[src/rtl/csa_pkg.sv]
// Shared types and reference arithmetic for the carry-select adder and its BIST engine.
package csa_pkg;

   localparam int WIDTH = 4;
   localparam int IDX_W = 2*WIDTH + 1;

   typedef enum logic [1:0] {
      IDLE  = 2'd0,
      RUN   = 2'd1,
      DRAIN = 2'd2,
      DONE  = 2'd3
   } state_t;

   // Golden {cout,sum}; operand widths follow the package WIDTH.
   function automatic logic [WIDTH:0] csa_ref(input logic [WIDTH-1:0] a,
                                              input logic [WIDTH-1:0] b,
                                              input logic             cin);
      return {1'b0, a} + {1'b0, b} + {{WIDTH{1'b0}}, cin};
   endfunction

endpackage

[src/rtl/csa_bist_engine_if.sv]
// Adder-facing bus of the BIST engine: operands out, response back.
interface csa_bist_engine_if #(
   parameter int WIDTH = 4
);
   logic [WIDTH-1:0] dut_a;
   logic [WIDTH-1:0] dut_b;
   logic             dut_cin;
   logic [WIDTH-1:0] dut_s;
   logic             dut_cout;

   modport master (output dut_a, dut_b, dut_cin, input  dut_s, dut_cout);
   modport slave  (input  dut_a, dut_b, dut_cin, output dut_s, dut_cout);
endinterface

[src/rtl/csa_bist_delay.sv]
// DEPTH-stage {valid,data} shift register that tracks the adder pipeline.
// DEPTH=0 is a plain pass-through.
module csa_bist_delay #(
   parameter int DEPTH = 0,
   parameter int DW    = 1
) (
   input  logic          clk,
   input  logic          rst_n,
   input  logic          i_ena,
   input  logic          i_flush,
   input  logic          i_vld,
   input  logic [DW-1:0] i_data,
   output logic          o_vld,
   output logic [DW-1:0] o_data
);
   generate
      if (DEPTH == 0) begin : g_bypass
         logic w_unused;
         assign w_unused = clk ^ rst_n ^ i_ena ^ i_flush;
         assign o_vld    = i_vld;
         assign o_data   = i_data;
      end else begin : g_pipe
         logic [DEPTH-1:0] r_vld;
         logic [DW-1:0]    r_data [DEPTH];

         // Flush only kills valid bits; stale data is harmless without them.
         always_ff @(posedge clk or negedge rst_n) begin
            if (!rst_n) begin
               r_vld <= '0;
               for (int i = 0; i < DEPTH; i++) r_data[i] <= '0;
            end else if (i_ena) begin
               r_vld[0]  <= i_vld & ~i_flush;
               r_data[0] <= i_data;
               for (int i = 1; i < DEPTH; i++) begin
                  r_vld[i]  <= r_vld[i-1] & ~i_flush;
                  r_data[i] <= r_data[i-1];
               end
            end
         end

         assign o_vld  = r_vld[DEPTH-1];
         assign o_data = r_data[DEPTH-1];
      end
   endgenerate
endmodule

[src/rtl/csa_bist_engine.sv]
// Exhaustive self-test for the carry-select adder: sweeps every {cin,B,A},
// checks each response against csa_ref and keeps error count and first failure.
module csa_bist_engine
   import csa_pkg::*;
#(
   parameter int WIDTH   = 4,
   parameter int DUT_LAT = 0,
   parameter int ERR_W   = 8
) (
   input  logic                 clk,
   input  logic                 rst_n,
   input  logic                 ena,
   input  logic                 start,
   input  logic                 abort,
   csa_bist_engine_if.master    dut_if,
   output logic                 busy,
   output logic                 done,
   output logic                 pass,
   output logic [ERR_W-1:0]     err_count,
   output logic                 first_fail_vld,
   output logic [2*WIDTH:0]     first_fail_idx
);
   localparam int VEC_W   = 2*WIDTH + 1;
   localparam int DW      = WIDTH + 1 + VEC_W;
   localparam int DRAIN_W = (DUT_LAT > 0) ? $clog2(DUT_LAT + 1) : 1;
   localparam logic [VEC_W-1:0]   LAST_M1 = VEC_W'((1 << VEC_W) - 2);
   localparam logic [DRAIN_W-1:0] LAT_END = DRAIN_W'(DUT_LAT);

   state_t             r_state;
   logic [VEC_W-1:0]   r_vec;        // {cin,b,a} currently on the adder inputs
   logic               r_iss_vld;
   logic [DRAIN_W-1:0] r_drain;
   logic               r_busy, r_done, r_pass, r_ff_vld;
   logic [ERR_W-1:0]   r_err;
   logic [VEC_W-1:0]   r_ff_idx;

   logic               w_cmp_vld;
   logic [DW-1:0]      w_cmp_data;
   logic [WIDTH:0]     w_cmp_exp;
   logic [VEC_W-1:0]   w_cmp_idx;
   logic               w_mismatch;
   logic [ERR_W-1:0]   w_err_next;

   assign dut_if.dut_a   = r_vec[WIDTH-1:0];
   assign dut_if.dut_b   = r_vec[2*WIDTH-1:WIDTH];
   assign dut_if.dut_cin = r_vec[2*WIDTH];

   // Expected value is formed from the issued operands and then delayed with them.
   csa_bist_delay #(.DEPTH(DUT_LAT), .DW(DW)) u_delay (
      .clk     (clk),
      .rst_n   (rst_n),
      .i_ena   (ena),
      .i_flush (abort),
      .i_vld   (r_iss_vld),
      .i_data  ({csa_ref(dut_if.dut_a, dut_if.dut_b, dut_if.dut_cin), r_vec}),
      .o_vld   (w_cmp_vld),
      .o_data  (w_cmp_data)
   );

   assign w_cmp_exp  = w_cmp_data[DW-1 -: WIDTH+1];
   assign w_cmp_idx  = w_cmp_data[VEC_W-1:0];
   assign w_mismatch = w_cmp_vld && ({dut_if.dut_cout, dut_if.dut_s} != w_cmp_exp);
   assign w_err_next = (w_mismatch && (r_err != '1)) ? r_err + ERR_W'(1) : r_err;

   always_ff @(posedge clk or negedge rst_n) begin
      if (!rst_n) begin
         r_state   <= IDLE;
         r_vec     <= '0;
         r_iss_vld <= 1'b0;
         r_drain   <= '0;
         r_busy    <= 1'b0;
         r_done    <= 1'b0;
         r_pass    <= 1'b0;
         r_err     <= '0;
         r_ff_vld  <= 1'b0;
         r_ff_idx  <= '0;
      end else if (ena) begin
         r_iss_vld <= 1'b0;
         if (abort) begin
            // Results stay visible for debug; the in-flight compare is dropped.
            r_state <= IDLE;
            r_busy  <= 1'b0;
            r_done  <= 1'b0;
            r_pass  <= 1'b0;
         end else begin
            r_err <= w_err_next;
            if (w_mismatch && !r_ff_vld) begin
               r_ff_vld <= 1'b1;
               r_ff_idx <= w_cmp_idx;
            end
            case (r_state)
               IDLE, DONE: begin
                  if (start) begin
                     r_state   <= RUN;
                     r_vec     <= '0;
                     r_iss_vld <= 1'b1;
                     r_err     <= '0;
                     r_ff_vld  <= 1'b0;
                     r_ff_idx  <= '0;
                     r_pass    <= 1'b0;
                     r_done    <= 1'b0;
                     r_busy    <= 1'b1;
                  end
               end
               RUN: begin
                  r_vec     <= r_vec + VEC_W'(1);
                  r_iss_vld <= 1'b1;
                  if (r_vec == LAST_M1) begin
                     r_state <= DRAIN;
                     r_drain <= '0;
                  end
               end
               DRAIN: begin
                  if (r_drain == LAT_END) begin
                     r_state <= DONE;
                     r_busy  <= 1'b0;
                     r_done  <= 1'b1;
                     r_pass  <= (w_err_next == '0);
                  end else begin
                     r_drain <= r_drain + DRAIN_W'(1);
                  end
               end
               default: r_state <= IDLE;
            endcase
         end
      end
   end

   assign busy           = r_busy;
   assign done           = r_done;
   assign pass           = r_pass;
   assign err_count      = r_err;
   assign first_fail_vld = r_ff_vld;
   assign first_fail_idx = r_ff_idx;
endmodule

[src/flat_wrapper.sv]
// flat-port wrapper written by rule: the top's interface ports become plain ports
module csa_bist_engine_flat import csa_pkg::*;
#(
   parameter int WIDTH   = 4,
   parameter int DUT_LAT = 0,
   parameter int ERR_W   = 8
)
  (clk, rst_n, ena, start, abort, busy, done, pass, err_count, first_fail_vld, first_fail_idx, dut_if_dut_a, dut_if_dut_b, dut_if_dut_cin, dut_if_dut_s, dut_if_dut_cout);
  csa_bist_engine_if #(.WIDTH(WIDTH)) dut_if_i ();
  input  logic clk;
  input  logic rst_n;
  input  logic ena;
  input  logic start;
  input  logic abort;
  output logic busy;
  output logic done;
  output logic pass;
  output logic [ERR_W-1:0] err_count;
  output logic first_fail_vld;
  output logic [2*WIDTH:0] first_fail_idx;
  output wire logic [$bits(dut_if_i.dut_a)-1:0] dut_if_dut_a;
  output wire logic [$bits(dut_if_i.dut_b)-1:0] dut_if_dut_b;
  output wire logic [$bits(dut_if_i.dut_cin)-1:0] dut_if_dut_cin;
  input wire logic [$bits(dut_if_i.dut_s)-1:0] dut_if_dut_s;
  input wire logic [$bits(dut_if_i.dut_cout)-1:0] dut_if_dut_cout;
  assign dut_if_dut_a = dut_if_i.dut_a;
  assign dut_if_dut_b = dut_if_i.dut_b;
  assign dut_if_dut_cin = dut_if_i.dut_cin;
  assign dut_if_i.dut_s = dut_if_dut_s;
  assign dut_if_i.dut_cout = dut_if_dut_cout;
  csa_bist_engine #(.WIDTH(WIDTH), .DUT_LAT(DUT_LAT), .ERR_W(ERR_W)) u_core (.clk(clk), .rst_n(rst_n), .ena(ena), .start(start), .abort(abort), .dut_if(dut_if_i), .busy(busy), .done(done), .pass(pass), .err_count(err_count), .first_fail_vld(first_fail_vld), .first_fail_idx(first_fail_idx));
endmodule
[config.mk]
export PLATFORM = sky130hd
export DESIGN_NAME = csa_bist_engine_flat
export DESIGN_NICKNAME = d
export VERILOG_FILES = /design/src/rtl/csa_pkg.sv /design/src/rtl/csa_bist_engine_if.sv /design/src/rtl/csa_bist_delay.sv /design/src/rtl/csa_bist_engine.sv /design/src/flat_wrapper.sv
export SDC_FILE = /design/constraint.sdc
export NUM_CORES = 1
export LEC_CHECK = 0
export BUFFER_PORTS_ARGS = -buffer_cell sky130_fd_sc_hd__buf_4
export CAP_MARGIN = 20
export CORE_MARGIN = 1.5
export CORE_UTILIZATION = 45
export CTS_CLUSTER_DIAMETER = 150
export DETAILED_ROUTE_END_ITERATION = 8
export PLACE_DENSITY = 0.67
export SLEW_MARGIN = 10
export SYNTH_ARGS = -nofsm -noshare
export SYNTH_HDL_FRONTEND = slang
export SYNTH_HIERARCHICAL = 1
export SYNTH_SLANG_ARGS = --single-unit
[constraint.sdc]
create_clock -name clk -period 3.4 [get_ports clk]
set_input_delay 0.68 -clock clk [delete_from_list [all_inputs] [get_ports clk]]
set_output_delay 0.68 -clock clk [all_outputs]
set_load 0.01 [all_outputs]
# Word level (Yosys, flattened, before mapping)
# Index checks and enable logic that the tools add are counted.
[classes] reduce_logical=15 mux=33 bitwise=1 addsub=5 eq_ne=11
[op_table] operator="9-bit two-way mux" count=4
[op_table] operator="8-bit two-way mux" count=3
[op_table] operator="9-bit case mux with 2 select lines" count=1
[op_table] operator="4-bit AND reduction" count=4
[op_table] operator="1-bit two-way mux" count=15
[op_table] operator="1-bit case mux with 2 select lines" count=5
[op_table] operator="9-bit by 1-bit adder with 9-bit output, second input constant" count=1
[op_table] operator="9-bit equality test, second input constant" count=1
[op_table] operator="8-bit by 1-bit adder with 8-bit output, second input constant" count=1
[op_table] operator="8-bit logical NOT" count=1
[op_table] operator="2-bit two-way mux" count=4
[op_table] operator="8-bit inequality test, second input constant" count=1
[op_table] operator="3-bit inequality test, second input constant" count=2
[op_table] operator="2-bit case mux with 3 select lines" count=1
[op_table] operator="4-bit by 4-bit adder with 5-bit output" count=1
[op_table] operator="5-bit by 1-bit adder with 5-bit output" count=1
[op_table] operator="5-bit inequality test" count=1
[op_table] operator="2-bit equality test, second input constant" count=2
[op_table] operator="2-bit nonzero test" count=2
[op_table] operator="1-bit logical AND" count=3
[op_table] operator="3-bit by 2-bit inequality test with 1-bit output, second input constant" count=1
[op_table] operator="3-bit nonzero test" count=1
[op_table] operator="2-bit by 1-bit equality test with 1-bit output, second input constant" count=1
[op_table] operator="2-bit logical NOT" count=1
[op_table] operator="7 further kinds" count=7
[word_totals] reg_bits=34 wordCells=75 out_inout_bits=30 in_bits=10

# Logic depth before layout (Yosys ltp)
[logic_depth] depth_word=10 depth_mapped=14

# Modules after synthesis
# The synthesis kept the hierarchy.
[modules_own_cells] module="csa_bist_engine" area_each_um2=1965.6 seq_area_each_um2=825.8 cells_per_inst=204 n_inst=1
[modules_own_cells] module="csa_bist_delay" area_each_um2=112.6 seq_area_each_um2=0.0 cells_per_inst=15 n_inst=1

# Worst setup path after synthesis
# No wires, ideal clock.
[synth_timing] kind="reg-to-reg" startpoint="register u_core.r_vec[0]" endpoint="register u_core.r_pass, in the netlist u_core/pass" path_stages_with_launch=14 t_arrival_ns=2.902 setup_ns=0.103 n_path_buf=1 synth_period_minus_slack_ns=3.005 slack_ns=0.395 cell_sequence="dfrtp_1 inv_1 fa_1 inv_1 fa_1 a21o_1 a21o_1 buf_4 xor2_1 nor3_4 a211oi_1 mux2i_1 o2111ai_1 o41ai_2"
[synth_between] elab_chain_len=10
[synth_lines] element="start: declaration" line_no="csa_bist_engine.sv:30" text="logic [VEC_W-1:0] r_vec;"
[synth_lines] element="start signal: assignment" line_no="csa_bist_engine.sv:106" text="r_vec <= r_vec + VEC_W'(1);"
[synth_lines] element="4-bit by 4-bit adder with 5-bit output" line_no="csa_pkg.sv:18" text="return {1'b0, a} + {1'b0, b} + {{WIDTH{1'b0}}, cin};"
[synth_lines] element="5-bit by 1-bit adder with 5-bit output" line_no="csa_pkg.sv:18"
[synth_lines] element="via u_core.w_cmp_data[13]" line_no="csa_bist_engine.sv:38" text="logic [DW-1:0] w_cmp_data;"
[synth_lines] element="5-bit inequality test" line_no="csa_bist_engine.sv:62" text="assign w_mismatch = w_cmp_vld && ({dut_if.dut_cout, dut_if.dut_s} != w_cmp_exp);"
[synth_lines] element="1-bit logical AND" line_no="csa_bist_engine.sv:62"
[synth_lines] element="1-bit logical AND" line_no="csa_bist_engine.sv:63" text="assign w_err_next = (w_mismatch && (r_err != '1)) ? r_err + ERR_W'(1) : r_err;"
[synth_lines] element="8-bit two-way mux" line_no="csa_bist_engine.sv:63"
[synth_lines] element="8-bit logical NOT" line_no="csa_bist_engine.sv:118" text="r_pass <= (w_err_next == '0);"
[synth_lines] element="1-bit two-way mux" line_no="csa_bist_engine.sv:114" text="if (r_drain == LAT_END) begin"
[synth_lines] element="1-bit case mux with 2 select lines" line_no="csa_bist_engine.sv:91" text="case (r_state)"
[synth_lines] element="1-bit two-way mux" line_no="csa_bist_engine.sv:79" text="if (abort) begin"
[synth_lines] element="end signal: assignment" line_no="csa_bist_engine.sv:118"
[synth_lines] element="end: declaration" line_no="csa_bist_engine.sv:33" text="logic r_busy, r_done, r_pass, r_ff_vld;"
# The timed path passes the listed nets, and every way through them passes these cells. The select of a mux whose other input is x is not followed.
# A chain may end at the register's enable or synchronous reset.

# Worst setup path in the final report
[layout_timing] startpoint="register u_core.r_vec[0]" endpoint="register u_core.r_pass, in the netlist u_core/pass"
[layout_between] elab_chain_len=10
[layout_lines] element="4-bit by 4-bit adder with 5-bit output" line_no="csa_pkg.sv:18"
[layout_lines] element="5-bit by 1-bit adder with 5-bit output" line_no="csa_pkg.sv:18"
[layout_lines] element="5-bit inequality test" line_no="csa_bist_engine.sv:62"
[layout_lines] element="1-bit logical AND" line_no="csa_bist_engine.sv:62"
[layout_lines] element="1-bit logical AND" line_no="csa_bist_engine.sv:63"
[layout_lines] element="8-bit two-way mux" line_no="csa_bist_engine.sv:63"
[layout_lines] element="8-bit logical NOT" line_no="csa_bist_engine.sv:118"
[layout_lines] element="1-bit two-way mux" line_no="csa_bist_engine.sv:114"
[layout_lines] element="1-bit case mux with 2 select lines" line_no="csa_bist_engine.sv:91"
[layout_lines] element="1-bit two-way mux" line_no="csa_bist_engine.sv:79"
# Every way passes these cells. The select of a mux whose other input is x is not followed.

==> results.md <==
- Chip Width: 70.96 um
- Synth area leaders: dfrtp_1 40%, buf_4 5.4%, ha_1 4.8%, a22o_1 4.6%, xor2_1 3.4%
- Area Overhead vs Synth: 15.05%
- Synthesized area per cell: 9.490 um^2
- Worst reg2reg path depth: 12
- Commonest cells post-synth: 33 x dfrtp_1, 15 x buf_4, 13 x o21ai_1
- Vias: 1682
- Hpwl dp: 3257 um
- Status: finished, final reports clean
- Post-Syn Area: 2078 um^2
- Final hold vios: 0
- Worst reg2reg startpoint: u_core/r_vec[0]
- Slowest stage delay, CP: 0.46 ns
- Peak supply drop: 0.3225 mV
- MaxCap Viol Count: 0
- Crit path required time: 3.58 ns
- Core area: 4414 um^2
- Reg2Reg Capture Point: u_core/pass
- Worst slew pin tran: 0.4945 ns
- Critical path startpoint: u_core/r_vec[0]
- Die height: 70.96 um
- Initial antenna violation count: 0
- Vias per cell: 5.663
- CTS tree: yes
- WL/cell: 15.35 um
- #FFs+latches synth: 33
- Top FF cell, synth: dfrtp_1
- Smallest hold slack: 0.3274 ns
- Effective utilization at floorplan: 0.4708
- Die area: 5035 um^2
- Bufs on Longest Clock Path: 2
- CP Depth: 12
- Total Power: 1.421 mW
- Critical path class: reg -> reg
- RSZ-0062 raised after global routing: no
- Largest net degree at the start of global routing: 34
- First-pass GRT wire length: 7734 um
- Post-CTS setup buffers: 0
- H-tree depth: 2
- Sequential area share after synthesis: 0.3974
- Gpl congestion: 0.9030
- Crit-path max FO: 7
- Grt ovf: 0
- Post-synth EDFFs: 0
- Final period utilization: 0.9147
- Worst skew pair latency: 0.28 ns
- Worst setup endpoint: u_core/pass
- Cts hold-fix bufs: 0
- Num CTS Buffers: 5
- Rel. slew slack: 0.6701
- Cell variety after synth: 51
- Initial DRC count: 146
- CP startpoint kind: register
- TNS Setup: 0 ns
- Clk slew on worst S/H paths: 0.07 ns
- Fin nets: 264
- Yosys warns: 6
- Row Count: 24
- Drt first pass iters: 4
- Fmax: 0.3215 GHz
- IO Count: 40
- Worst Path Arrival: 3.29 ns
- DRC viols: 0
- Vias in the first global route: 1535
- Syn_nets: 239
- Layout cells sized above 1: 0.2286
- Slowest CP cell: dfrtp_1
- Antenna-violating nets left: 0
- Fillcell total: 404
- Fin crit period: 3.110 ns
- Clock Skews: 0.005321 ns
- CP cell instances: inv_1, fa_1, inv_1, fa_1, a21o_1, a21o_1, xor2_1, nor3_4, a211oi_1, mux2i_1, o2111ai_1, o41ai_2
- Syn Inst Count: 219
- Most area-hungry cell type in the Yosys netlist: dfrtp_1
- Critical path buffers and inverters: 2
- CP Capture Type: register
- Clock root buffer: clkbuf_8
- Worst min path class: in -> async
- Tot GR Track Use: 0.1957
- Setup violators final: 0
- Sink Count: 33
- Util after Layout: 0.5417
- Post-synthesis async set-or-reset flop share: 1.000
- Antenna cells: 0
- CTS resizes: 0
- Power Density: 594.4 nW/um^2
- Area share of the largest cell type after synthesis: 0.3974
- Final WL: 4560 um
- R2R Setup Slk: 0.29 ns
- Leak: 1.169 nW
- Most frequent cell after synthesis: dfrtp_1
- Port bufs: 39
- Count of final max-slew check failures: 0
- Crit path max-delay family: compound AO/OA/AOI/OAI gates
==> stage by stage <==
stage | instance area [um^2] | worst slack (ns) | std cells
floorplan | 2078 | 0.3947 | 219
global placement | 2301 | 0.3414 | 289
detailed placement | 2301 | 0.2383 | 289
CTS | 2384 | 0.2104 | 297
global route | 2391 | 0.06671 | 297
finish | 2391 | 0.2899 | 297
==> power breakdown <==
part / internal [mW] / total [mW] / switching, mW
sequential: 0.465 / 0.550 / 0.0848
combinational: 0.250 / 0.588 / 0.338
clock: 0.142 / 0.283 / 0.142
total: 0.857 / 1.42 / 0.564
==> sequential cells by signal, summed over array words and instances (netlist names) <==
name and count:
u_core/busy 1, u_core/first_fail_idx 9, u_core/r_iss_vld 1, u_core/r_vec 9, u_core/r_state 2, u_core/first_fail_vld 1
u_core/pass 1, u_core/done 1, u_core/err_count 8
==> metal layers <==
layer,track usage,vias up,share of wire
li1,-,830,-
met4,0.07128,0,0.017
met3,0.05413,8,0.065
met2,0.2534,65,0.41
met5,0,-,0
met1,0.3070,779,0.50
==> layout make-up <==
cell class | count | area [um^2] | share of cell area
Multi-Input combinational cell | 153 | 1072 | 0.4485
Sequential cell | 33 | 825.8 | 0.3454
Timing Repair Buffer | 41 | 307.8 | 0.1287
Clock buffer | 6 | 72.57 | 0.03035
Tap cell | 52 | 65.06 | 0.02721
Inverter | 10 | 37.54 | 0.01570
Clock inverter | 2 | 10.01 | 0.004186
==> kinds of logic after synthesis <==
group / synth area share
DFF: 0.3974
muxes: 0.004817
buffers and inverters: 0.09031
xor gates and xnor gates: 0.04636
AOI/OAI and AO/OA: 0.2167
adders and majority gates: 0.06743
and+or+nand+nor: 0.1770
==> cells in the final DEF (no fill, tap or decap), types with 2 or more instances in the layout <==
cell type / Yosys / final
fa_1: 2 / 2
inv_1: 10 / 10
xnor2_1: 3 / 3
and3_1: 4 / 4
o21ai_1: 13 / 13
ha_1: 8 / 8
and2_1: 3 / 3
buf_4: 15 / 41
a22o_1: 11 / 11
a21oi_1: 11 / 11
nor2b_1: 6 / 6
dfrtp_1: 33 / 33
xor2_1: 8 / 8
clkbuf_8: 0 / 5
nor3_1: 2 / 2
or3_1: 3 / 3
clkinv_2: 0 / 2
o31ai_1: 2 / 2
a31oi_1: 2 / 2
o21ai_0: 9 / 9
nor2_1: 7 / 7
nand4_1: 3 / 3
nand3_1: 12 / 12
nand2_1: 12 / 12
a21o_1: 3 / 3
nand2b_1: 4 / 4
==> worst min-delay path by stage <==
stage                                     to  cells after the start
CTS                          u_core/r_vec[1]                      1
floorplan                        u_core/busy                      0
global placement    u_core/first_fail_idx[5]                      1
detailed placement               u_core/pass                      2
finish                       u_core/r_vec[1]                      1
global route        u_core/first_fail_idx[0]                      1
No activity file was read; power rests on OpenSTA's default activity.
